<file path="src/rtl/mbscore_fetch_if.sv">
// Instruction-fetch bus: a level read request held until the responder
// acknowledges it with data.
interface mbscore_fetch_if;
  logic [31:0] bus_addr;
  logic        bus_re;
  logic [31:0] bus_rdata;
  logic        bus_ack;

  modport master (output bus_addr, output bus_re, input bus_rdata, input bus_ack);
  modport slave  (input bus_addr, input bus_re, output bus_rdata, output bus_ack);
endinterface

</file>
<file path="src/rtl/mbscore_fetch.sv">
// Instruction fetch unit: owns PC and IR, issues variable-latency bus reads on
// the controller's IF strobe, and reports busy/fault status back to it.
module mbscore_fetch #(
  parameter logic [31:0] RESET_PC = 32'h0000_0000,
  parameter int unsigned TIMEOUT  = 16
) (
  input  logic                   clk,
  input  logic                   rst,
  input  logic                   ir_ack,
  input  logic                   hlt,
  input  logic                   pc_load,
  input  logic [31:0]            pc_target,
  mbscore_fetch_if.master        bus,
  output logic [31:0]            inst,
  output logic [31:0]            pc,
  output logic [31:0]            pc_plus4,
  output logic                   fetch_busy,
  output logic                   inst_valid,
  output logic                   fetch_fault,
  output logic [1:0]             fault_code
);

  typedef enum logic [1:0] {S_IDLE, S_WAIT, S_HALT, S_FAULT} state_t;

  localparam logic [15:0] TIMER_LAST = 16'(TIMEOUT - 1);

  state_t      state_q, state_d;
  logic [31:0] pc_q, pc_d;
  logic [31:0] inst_q, inst_d;
  logic [31:0] bus_addr_q, bus_addr_d;
  logic        bus_re_q, bus_re_d;
  logic        fetch_busy_q, fetch_busy_d;
  logic        inst_valid_q, inst_valid_d;
  logic        fetch_fault_q, fetch_fault_d;
  logic [1:0]  fault_code_q, fault_code_d;
  logic [15:0] timer_q, timer_d;
  logic        pend_q, pend_d;
  logic [31:0] pend_target_q, pend_target_d;
  logic        hlt_seen_q, hlt_seen_d;

  always_comb begin
    state_d       = state_q;
    pc_d          = pc_q;
    inst_d        = inst_q;
    bus_addr_d    = bus_addr_q;
    bus_re_d      = bus_re_q;
    fetch_busy_d  = fetch_busy_q;
    inst_valid_d  = 1'b0;
    fetch_fault_d = fetch_fault_q;
    fault_code_d  = fault_code_q;
    timer_d       = timer_q;
    pend_d        = pend_q;
    pend_target_d = pend_target_q;
    hlt_seen_d    = hlt_seen_q;

    unique case (state_q)
      S_IDLE: begin
        if (hlt) begin
          state_d = S_HALT;
        end else if (ir_ack && (pc_q[1:0] != 2'b00)) begin
          state_d       = S_FAULT;
          fetch_fault_d = 1'b1;
          fault_code_d  = 2'b01;
        end else begin
          if (pc_load) pc_d = pc_target;
          if (ir_ack) begin
            // Fetch uses the old PC; a simultaneous load is replayed at completion.
            state_d       = S_WAIT;
            bus_addr_d    = pc_q;
            bus_re_d      = 1'b1;
            fetch_busy_d  = 1'b1;
            timer_d       = '0;
            pend_d        = pc_load;
            pend_target_d = pc_target;
            hlt_seen_d    = 1'b0;
          end
        end
      end

      S_WAIT: begin
        if (pc_load) begin
          pend_d        = 1'b1;
          pend_target_d = pc_target;
        end
        if (hlt) hlt_seen_d = 1'b1;

        if (bus.bus_ack) begin
          inst_d       = bus.bus_rdata;
          bus_re_d     = 1'b0;
          fetch_busy_d = 1'b0;
          inst_valid_d = 1'b1;
          pend_d       = 1'b0;
          if (pc_load)     pc_d = pc_target;
          else if (pend_q) pc_d = pend_target_q;
          else             pc_d = pc_q + 32'd4;
          state_d = (hlt_seen_q || hlt) ? S_HALT : S_IDLE;
        end else if (timer_q == TIMER_LAST) begin
          state_d       = S_FAULT;
          fetch_fault_d = 1'b1;
          fault_code_d  = 2'b10;
          bus_re_d      = 1'b0;
          inst_d        = '0;
          fetch_busy_d  = 1'b0;
          pend_d        = 1'b0;
          pc_d          = bus_addr_q;
        end else begin
          timer_d = timer_q + 16'd1;
        end
      end

      S_HALT, S_FAULT: ;

      default: state_d = S_IDLE;
    endcase
  end

  always_ff @(posedge clk) begin
    if (rst) begin
      state_q       <= S_IDLE;
      pc_q          <= RESET_PC;
      inst_q        <= '0;
      bus_addr_q    <= '0;
      bus_re_q      <= 1'b0;
      fetch_busy_q  <= 1'b0;
      inst_valid_q  <= 1'b0;
      fetch_fault_q <= 1'b0;
      fault_code_q  <= 2'b00;
      timer_q       <= '0;
      pend_q        <= 1'b0;
      pend_target_q <= '0;
      hlt_seen_q    <= 1'b0;
    end else begin
      state_q       <= state_d;
      pc_q          <= pc_d;
      inst_q        <= inst_d;
      bus_addr_q    <= bus_addr_d;
      bus_re_q      <= bus_re_d;
      fetch_busy_q  <= fetch_busy_d;
      inst_valid_q  <= inst_valid_d;
      fetch_fault_q <= fetch_fault_d;
      fault_code_q  <= fault_code_d;
      timer_q       <= timer_d;
      pend_q        <= pend_d;
      pend_target_q <= pend_target_d;
      hlt_seen_q    <= hlt_seen_d;
    end
  end

  assign bus.bus_addr = bus_addr_q;
  assign bus.bus_re   = bus_re_q;
  assign inst         = inst_q;
  assign pc           = pc_q;
  assign pc_plus4     = pc_q + 32'd4;
  assign fetch_busy   = fetch_busy_q;
  assign inst_valid   = inst_valid_q;
  assign fetch_fault  = fetch_fault_q;
  assign fault_code   = fault_code_q;

endmodule

</file>
<file path="src/flat_wrapper.sv">
// flat-port wrapper written by rule: the top's interface ports become plain ports
module mbscore_fetch_flat 
#(
  parameter logic [31:0] RESET_PC = 32'h0000_0000,
  parameter int unsigned TIMEOUT  = 16
)
  (clk, rst, ir_ack, hlt, pc_load, pc_target, inst, pc, pc_plus4, fetch_busy, inst_valid, fetch_fault, fault_code, bus_bus_addr, bus_bus_re, bus_bus_rdata, bus_bus_ack);
  mbscore_fetch_if bus_i ();
  input  logic clk;
  input  logic rst;
  input  logic ir_ack;
  input  logic hlt;
  input  logic pc_load;
  input  logic [31:0] pc_target;
  output logic [31:0] inst;
  output logic [31:0] pc;
  output logic [31:0] pc_plus4;
  output logic fetch_busy;
  output logic inst_valid;
  output logic fetch_fault;
  output logic [1:0] fault_code;
  output wire logic [$bits(bus_i.bus_addr)-1:0] bus_bus_addr;
  output wire logic [$bits(bus_i.bus_re)-1:0] bus_bus_re;
  input wire logic [$bits(bus_i.bus_rdata)-1:0] bus_bus_rdata;
  input wire logic [$bits(bus_i.bus_ack)-1:0] bus_bus_ack;
  assign bus_bus_addr = bus_i.bus_addr;
  assign bus_bus_re = bus_i.bus_re;
  assign bus_i.bus_rdata = bus_bus_rdata;
  assign bus_i.bus_ack = bus_bus_ack;
  mbscore_fetch #(.RESET_PC(RESET_PC), .TIMEOUT(TIMEOUT)) u_core (.clk(clk), .rst(rst), .ir_ack(ir_ack), .hlt(hlt), .pc_load(pc_load), .pc_target(pc_target), .bus(bus_i), .inst(inst), .pc(pc), .pc_plus4(pc_plus4), .fetch_busy(fetch_busy), .inst_valid(inst_valid), .fetch_fault(fetch_fault), .fault_code(fault_code));
endmodule
</file>
<file path="config.mk">
export PLATFORM = sky130hd
export DESIGN_NAME = mbscore_fetch_flat
export DESIGN_NICKNAME = d
export VERILOG_FILES = /design/src/rtl/mbscore_fetch_if.sv /design/src/rtl/mbscore_fetch.sv /design/src/flat_wrapper.sv
export SDC_FILE = /design/constraint.sdc
export NUM_CORES = 1
export LEC_CHECK = 0
export ABC_AREA = 0
export CORE_MARGIN = 2
export CORE_UTILIZATION = 49
export CTS_CLUSTER_DIAMETER = 50
export CTS_CLUSTER_SIZE = 40
export DETAILED_ROUTE_END_ITERATION = 7
export HOLD_SLACK_MARGIN = 0.05
export PLACE_DENSITY = 0.81
export SLEW_MARGIN = 30
export SYNTH_ARGS = -nofsm -noshare
export SYNTH_HDL_FRONTEND = slang
export SYNTH_SLANG_ARGS = --single-unit
</file>
<file path="constraint.sdc">
create_clock -name clk -period 3.05 [get_ports clk]
set_clock_uncertainty 0.2 [all_clocks]
set_input_delay 0.61 -clock clk [delete_from_list [all_inputs] [get_ports clk]]
set_output_delay 0.61 -clock clk [all_outputs]
set_load 0.01 [all_outputs]
</file>
==> results of run 1 <==
synthesized netlist by cell type (4+ instances only):
cell	count	area share [%]
sky130_fd_sc_hd__nand2b_1	14	1.2
sky130_fd_sc_hd__nor4_1	21	1.8
sky130_fd_sc_hd__or2_2	10	0.83
sky130_fd_sc_hd__mux2i_1	8	1.1
sky130_fd_sc_hd__a221oi_1	5	0.58
sky130_fd_sc_hd__o31a_1	9	1.1
sky130_fd_sc_hd__a21oi_1	117	7.8
sky130_fd_sc_hd__clkbuf_1	64	3.2
sky130_fd_sc_hd__o21a_1	7	0.70
sky130_fd_sc_hd__o221ai_1	7	0.82
sky130_fd_sc_hd__or4_1	5	0.50
sky130_fd_sc_hd__nand4_1	12	1.0
sky130_fd_sc_hd__or3_1	15	1.3
sky130_fd_sc_hd__buf_1	4	0.20
sky130_fd_sc_hd__nand2_1	175	8.8
sky130_fd_sc_hd__and4_1	4	0.47
sky130_fd_sc_hd__and3_1	18	1.5
sky130_fd_sc_hd__nand3_1	22	1.5
sky130_fd_sc_hd__o21ai_0	48	3.2
sky130_fd_sc_hd__o311ai_0	4	0.47
sky130_fd_sc_hd__a31oi_1	14	1.2
sky130_fd_sc_hd__nor3_1	22	1.5
sky130_fd_sc_hd__a22o_1	32	3.7
sky130_fd_sc_hd__nor2_1	50	2.5
sky130_fd_sc_hd__xnor2_1	11	1.3
sky130_fd_sc_hd__xor2_1	13	1.5
sky130_fd_sc_hd__inv_1	15	0.75
sky130_fd_sc_hd__dfxtp_1	153	41
sky130_fd_sc_hd__and2_1	5	0.42
sky130_fd_sc_hd__buf_2	4	0.27
sky130_fd_sc_hd__o31ai_1	10	1.0
sky130_fd_sc_hd__o22ai_1	4	0.33
sky130_fd_sc_hd__o41ai_1	4	0.47
placed cells by master (no fill, tap or decap), drive strengths merged, types with 4 or more instances in the layout:
cell and instances:
xnor2 11, nand4 13, a21oi 117, or3 15
a221oi 5, nor2 50, mux2i 8, buf 114
or2 10, dfxtp 153, nor4 21, and4 4
o22ai 4, nand2 175, o221ai 7, o21a 7
inv 15, o31a 9, nand2b 14, clkdlybuf4s50 184
and2 5, o41ai 4, xor2 13, o311ai 4
o21ai 48, clkbuf 22, nand3 22, clkinv 6
a22o 32, and3 18, o31ai 10, dlygate4sd2 6
nor3 22, or4 6, a31oi 14
through the flow:
stage / instances / setup slack (ps) / power, W / hold WS (ps) / util, %
global placement: 1364 / -35.08 / 0.003137 / 234.9 / 67.67
finish: 1410 / -92.57 / 0.005355 / 243.3 / 73.66
CTS: 1402 / -66.03 / 0.005309 / 248.7 / 72.65
detailed placement: 1364 / -56.21 / 0.003148 / 239.6 / 67.67
floorplan: 959 / 171.7 / 0.002625 / 231.2 / -
global route: 1410 / -132.7 / 0.005527 / 270.2 / 73.66
worst max-delay path: cells and delay by family, from the launching register on:
kind | cells | cell delay, ps
flip-flops | 1 | 360
buffers and inverters | 2 | 270
adder cells (fa/ha/maj) | 1 | 140
AND/OR/NAND/NOR | 3 | 830
AO/OA/AOI/OAI | 1 | 300
routing by layer:
| metal | routed length [um] | vias up | track usage (%) | part of all wire [%] |
|---|---|---|---|---|
| met5 | 0 | - | 0 | 0 |
| met4 | 1031 | 0 | 15.00 | 3.6 |
| met3 | 3092 | 106 | 7.262 | 11 |
| met2 | 13280 | 623 | 52.78 | 46 |
| met1 | 11260 | 4122 | 45.50 | 39 |
| li1 | - | 3972 | - | - |
layout make-up:
cell class / instances / area [um2]
timing repair buffer: 307 / 2848
multi-input combinational: 715 / 4287
inverter: 15 / 56.30
clock buffer: 21 / 460.4
fill: 1105 / 3975
sequential: 153 / 3082
tap: 188 / 235.2
clock inverter: 11 / 146.4
cells by family (layout without fill, tap and decap cells):
group	after synthesis	count (layout)	share of synthesized area, %
and+or+nand+nor	387	387	24.83
AOI/OAI and AO/OA	293	293	25.17
DFF	153	153	40.85
buffers and inverters	91	354	4.790
xor gates and xnor gates	24	24	2.804
muxes	9	9	1.218
adders and majority gates	2	2	0.3337
power by group through the flow:
| stage | Combinational [W] | Sequential (W) | Clock, W |
|---|---|---|---|
| final | 0.000996 | 0.00217 | 0.00219 |
| after global routing | 0.00105 | 0.00217 | 0.00230 |
| after floorplan | 0.000402 | 0.00222 | 0 |
| after CTS | 0.000956 | 0.00216 | 0.00219 |
| after global placement | 0.000943 | 0.00219 | 0 |
| after detailed placement | 0.000951 | 0.00220 | 0 |
flip-flops by register name (all words and copies together), names as in the netlist, 2 cells and up:
name and count:
u_core.bus.bus_addr 32, u_core.fault_code 2, u_core.inst 32, u_core.pc 32, u_core.pend_target_q 32, u_core.state_q 2, u_core.timer_q 16
worst min path at each step:
stage	endpoint	slack, ps	cells past startpoint
6_report	u_core.fetch_fault$_SDFFE_PP0P_	240	2
5_1_grt	u_core.fetch_fault$_SDFFE_PP0P_	270	2
4_1_cts	u_core.fetch_fault$_SDFFE_PP0P_	250	2
3_5_place_dp	u_core.fetch_fault$_SDFFE_PP0P_	240	2
3_3_place_gp	u_core.fetch_fault$_SDFFE_PP0P_	230	2
2_1_floorplan	u_core.pend_target_q[10]$_SDFFE_PP0P_	230	2
what timing repair did:
action,4_1_cts,5_1_grt
hold endpoints to repair,0,0
setup endpoints to repair,20,18
buffers inserted,6,8
pin swaps,8,18
gates resized for setup,76,29
==> summary.md, run 1 <==
| Metric | Value |
|---|---|
| Run status | finished with violations |
| Violations in the final reports | negative setup slack |
| Number of H-tree levels | 4 |
| Primary flip-flop cell chosen by synthesis mapping | sky130_fd_sc_hd__dfxtp_1 |
| Diode insertion count for antenna repair | 0 |
| Nature of the critical path endpoint | primary output |
| Routed WL per cell | 20.32 um |
| Hold crit path type | reg -> reg |
| Standard cell with the maximum stage delay on the critical path | sky130_fd_sc_hd__or4_4 |
| Std-Cell Rows | 45 |
| Startpoint type of the worst setup path | flop |
| Maximum frequency from static timing analysis | 318.2 MHz |
| Estimated wirelength of the detail-placed design | 19.27 mm |
| DRC Markers | 0 |
| Total global routing track utilization | 33.92% |
| Final number of hold-violating endpoints | 0 |
| Flip-flop and latch count after synthesis | 153 |
| Distinct cell type count of the synthesized netlist | 62 |
| Clock tree from TritonCTS | built |
| Clock insertion delay at the later pin of the skew report | 430 ps |
| Destination of the worst register-to-register timing path | u_core.inst[20]$_SDFFE_PP0P_ |
| Worst setup path endpoint | pc_plus4[24] |
| Number of nets in the synthesized netlist | 1,031 |
| Clk pin slew, worst setup/hold paths | 60 ps |
| Post-Syn Area | 7497 um2 |
| Worst reg-to-reg path cell count | 8 |
| Portion of the post-synthesis area used by sequential elements | 40.85% |
| Hold-fix buffers, CTS | 0 |
| Clock Power Share | 41.0% |
| Aggregate negative setup slack | -259.9 ps |
| Placer Congestion | 0.9564 |
| Full die area | 16,310 um2 |
| Global-route wire length before repair | 43.55 mm |
| Number of design-rule violations left by the first detailed-router iteration | 1,361 |
| Portion of the clock cycle consumed by the worst path in the final layout | 103.0% |
| Startpoint of the most critical setup path | u_core.pc[2]$_SDFFE_PP0P_ |
| Required time at the endpoint of the critical path | 2240 ps |
| Post-route antenna net violation count | 0 |
| Worst-Margin Slew | 936.6 ps |
| Fraction of final layout cells sized beyond drive strength 1 | 17.10% |
| Fin nets | 1,281 |
| Reported leakage power | 4.270 nW |
| Layout Cell Area excl Fill | 11,110 um2 |
| Port Buf Inserts | 203 |
| Fin crit period | 3143 ps |
| Maximum number of buffers from clock root to sink | 2 |
| TritonCTS Buffers | 17 |
| Power Dens Cells | 481.8 nW/um2 |
| Crit-path max FO | 4 |
| CP peak stage delay | 550 ps |
| Antenna violations before repair | 0 |
| Minimum setup slack among reg-to-reg paths | 430 ps |
| Starting utilization of the core area | 49.68% |
| Via count of the first global-routing pass | 8,238 |
| Die outline width | 127.7 um |
| Via count | 8,823 |
| Max rail drop VDD | 0.0004450 V |
| Final-report max-slew violation count | 0 |
| Total clock sinks | 153 |
| Relative area change from synthesis to final layout | 48.25% |
| Count of pins on the block boundary | 204 |
| Mean Syn Cell Area | 7.818 um2 |
| Area post-placement | 10,210 um2 |
| Final WL | 28.66 mm |
| Total congestion overflow | 0 |
| Combinational share of power | 18.6% |
| Largest net degree at the start of global routing | 62 |
| Max-Slew Margin vs Limit | 37.49% |
| Critical Path Most Common Cell | sky130_fd_sc_hd__buf_6 |
| Hold path start | u_core.fetch_fault$_SDFFE_PP0P_ |
| Internal power of the cells | 0.003889 W |
| Proportion of power drawn by flip-flops and latches | 40.4% |
| Syn Inst Count | 959 |
| Height of the chip | 127.7 um |
| First-pass iteration count of the detailed router | 6 |
| Source of the worst register-to-register timing path | u_core.timer_q[0]$_SDFFE_PP0P_ |
| Buffer cell driving the clock tree root | sky130_fd_sc_hd__clkbuf_16 |
| Power spent charging and discharging nets | 0.001465 W |
| Area of the placeable core | 15,090 um2 |
| YS warnings | 0 |
| RSZ-0062 raised after global routing | yes |
| Crit path DAT | 2330 ps |
| Asr flop ratio synth | 0% |
| Switching share of power | 27.37% |
| Worst path setup slack after routing | -92.57 ps |
| Maximum capacitance violations | 0 |
| Drt via density | 6.257 |
| Setup CP Type | reg -> out |
| Number of enable-type register cells in the synthesized netlist | 0 |
| Final setup violating endpoints | 5 |
| Critical path cell sequence | ha_4 > nand2_2 > or4_4 > buf_6 > o31a_1 > or2_4 > buf_6 |
Note: power is estimated with default switching activity, not from simulation.
==> run 2: changes to the inputs <==
Settings changed: SETUP_SLACK_MARGIN from default to 0.3, TNS_END_PERCENT from default to 50.
==> summary.md, run 2 (synthesis results as in run 1) <==
| Metric | Value |
|---|---|
| Portion of the clock cycle consumed by the worst path in the final layout | 102.4% |
| Worst path setup slack after routing | -73.14 ps |
| First-pass iteration count of the detailed router | 6 |
| Starting utilization of the core area | 49.68% |
| Global-route wire length before repair | 44.70 mm |
| Largest net degree at the start of global routing | 46 |
| Hold crit path type | reg -> reg |
| Placer Congestion | 0.9307 |
| Fin nets | 1,291 |
| Critical path buffers and inverters | 3 |
| Maximum number of buffers from clock root to sink | 2 |
| Diode insertion count for antenna repair | 0 |
| Maximum capacitance violations | 0 |
| Height of the chip | 127.7 um |
| Final setup violating endpoints | 8 |
| Worst-Margin Slew | 638.9 ps |
| Via count | 8,880 |
| Reported leakage power | 4.457 nW |
| Crit-path max FO | 5 |
| Post-route antenna net violation count | 0 |
| Total congestion overflow | 0 |
| Buffer cell driving the clock tree root | sky130_fd_sc_hd__clkbuf_16 |
| Nature of the critical path endpoint | primary output |
| Relative area change from synthesis to final layout | 51.22% |
| Clock insertion delay at the later pin of the skew report | 430 ps |
| Violations in the final reports | negative setup slack |
| Drt via density | 6.258 |
| Total clock sinks | 153 |
| Setup CP Type | reg -> out |
| Routed WL per cell | 20.83 um |
| Fraction of final layout cells sized beyond drive strength 1 | 19.33% |
| Max rail drop VDD | 0.0004402 V |
| TritonCTS Buffers | 17 |
| Met3 track demand over resource | 9.558% |
| Most Used Layer, Global Route | met2 |
| Port Buf Inserts | 203 |
| Full die area | 16,310 um2 |
| Number of fill cells | 1,061 |
| Std-Cell Rows | 45 |
| Met1 Track Usage GR | 44.82% |
| Number of H-tree levels | 4 |
| Final-report max-slew violation count | 0 |
| Crit path DAT | 2310 ps |
| Run status | finished with violations |
| Clock tree from TritonCTS | built |
| Most frequent cells in the layout | sky130_fd_sc_hd__clkdlybuf4s50_1, sky130_fd_sc_hd__nand2_1, sky130_fd_sc_hd__dfxtp_1 |
| Required time at the endpoint of the critical path | 2240 ps |
| DRC Markers | 0 |
| CP peak stage delay | 600 ps |
| Final Power | 0.005372 W |
| Via count of the first global-routing pass | 8,428 |
| Commonest non-fill, non-tap cell in the layout | sky130_fd_sc_hd__clkdlybuf4s50_1 |
| Final number of hold-violating endpoints | 0 |
| Setup slack after placement | -116.0 ps |
| Power Dens Cells | 473.8 nW/um2 |
| RSZ-0062 raised after global routing | yes |
| Estimated wirelength of the detail-placed design | 19.25 mm |
| Area of the placeable core | 15,090 um2 |
| Max-Slew Margin vs Limit | 56.96% |
| Clk pin slew, worst setup/hold paths | 60 ps |
| Standard cell with the maximum stage delay on the critical path | sky130_fd_sc_hd__or4_4 |
| Fin crit period | 3123 ps |
| Total global routing track utilization | 34.82% |
| Global-route met2 utilization | 54.92% |
| Startpoint type of the worst setup path | flop |
| Die outline width | 127.7 um |
| Antenna violations before repair | 0 |
| Delay-heaviest family, CP | simple AND/OR/NAND/NOR gates |
| Count of pins on the block boundary | 204 |
| Critical path cell sequence | buf_4 > nand3_4 > or4_4 > buf_6 > nor3_4 > xor2_2 > buf_2 |
| Area of combinational cells with multiple inputs | 4420 um2 |
| Number of design-rule violations left by the first detailed-router iteration | 1,209 |
| Register area | 3080 um2 |
| Final WL | 29.56 mm |
| Maximum frequency from static timing analysis | 320.2 MHz |
| Aggregate negative setup slack | -288.1 ps |
==> run 2: cell count changes in the layout (fill, tap and decap cells not counted), moves of 3 or more <==
| cell | before | now |
|---|---|---|
| sky130_fd_sc_hd__xnor2_1 | 9 | 5 |
| sky130_fd_sc_hd__xnor2_2 | 2 | 6 |
| sky130_fd_sc_hd__buf_4 | 94 | 91 |
| sky130_fd_sc_hd__buf_2 | 8 | 16 |
| sky130_fd_sc_hd__clkdlybuf4s50_1 | 184 | 174 |
| sky130_fd_sc_hd__nor4_4 | 3 | 8 |
| sky130_fd_sc_hd__buf_6 | 7 | 22 |
| sky130_fd_sc_hd__nor4_2 | 3 | 0 |
==> run 2: routing by layer <==
metal	part of all wire, %	up-vias
met5	0	-
met4	4.4	0
met3	12	141
met2	46	666
met1	38	4084
li1	-	3989
==> run 2: tightest hold or removal path: stages (launching register included) <==
cell and delay, ps:
sky130_fd_sc_hd__dfxtp_1 300, sky130_fd_sc_hd__nand2_1 50, sky130_fd_sc_hd__a21oi_1 50
==> run 2: cell type report <==
cell class	instances	area share, %
Tap cell	188	2.075
Timing Repair Buffer	317	25.95
Clock inverter	12	1.324
Inverter	15	0.4966
Sequential cell	153	27.17
Multi-Input combinational cell	715	38.99
Clock buffer	19	3.995
==> run 2: stage by stage <==
step / cell area (um2) / instances / hold WS (ps) / util (%)
2_1_floorplan: 7523 / 959 / 231.2 / -
3_3_place_gp: 10250 / 1364 / 236.6 / 67.90
3_5_place_dp: 10250 / 1364 / 242.0 / 67.90
4_1_cts: 11170 / 1410 / 250.3 / 74.05
5_1_grt: 11340 / 1419 / 269.3 / 75.13
6_report: 11340 / 1419 / 251.7 / 75.13
==> run 2: worst paths after layout <==
check | from | to | slack (ps) | cells after the start
worst min register to register | u_core.pend_target_q[10]$_SDFFE_PP0P_ | u_core.pend_target_q[10]$_SDFFE_PP0P_ | 250 | 2
worst max register to register | u_core.timer_q[15]$_SDFFE_PP0P_ | u_core.inst[7]$_SDFFE_PP0P_ | 540 | 7
worst min-delay path | u_core.pend_target_q[10]$_SDFFE_PP0P_ | u_core.pend_target_q[10]$_SDFFE_PP0P_ | 250 | 2
worst max-delay path | u_core.pc[3]$_SDFFE_PP0P_ | pc_plus4[29] | -70 | 7
==> run 2: power by group <==
group,switching (W),internal (W),total [W]
Clock,0.000877,0.00132,0.00220
Combinational,0.000543,0.000467,0.00101
Sequential,0.0000752,0.00209,0.00216
==> run 2: repair_timing <==
item,CTS,global route
hold buffers,0,0
hold endpoints to repair,0,0
endpoints found under the setup margin,27,25
pin swaps,25,25
resized for setup,145,35
buffers inserted,15,9
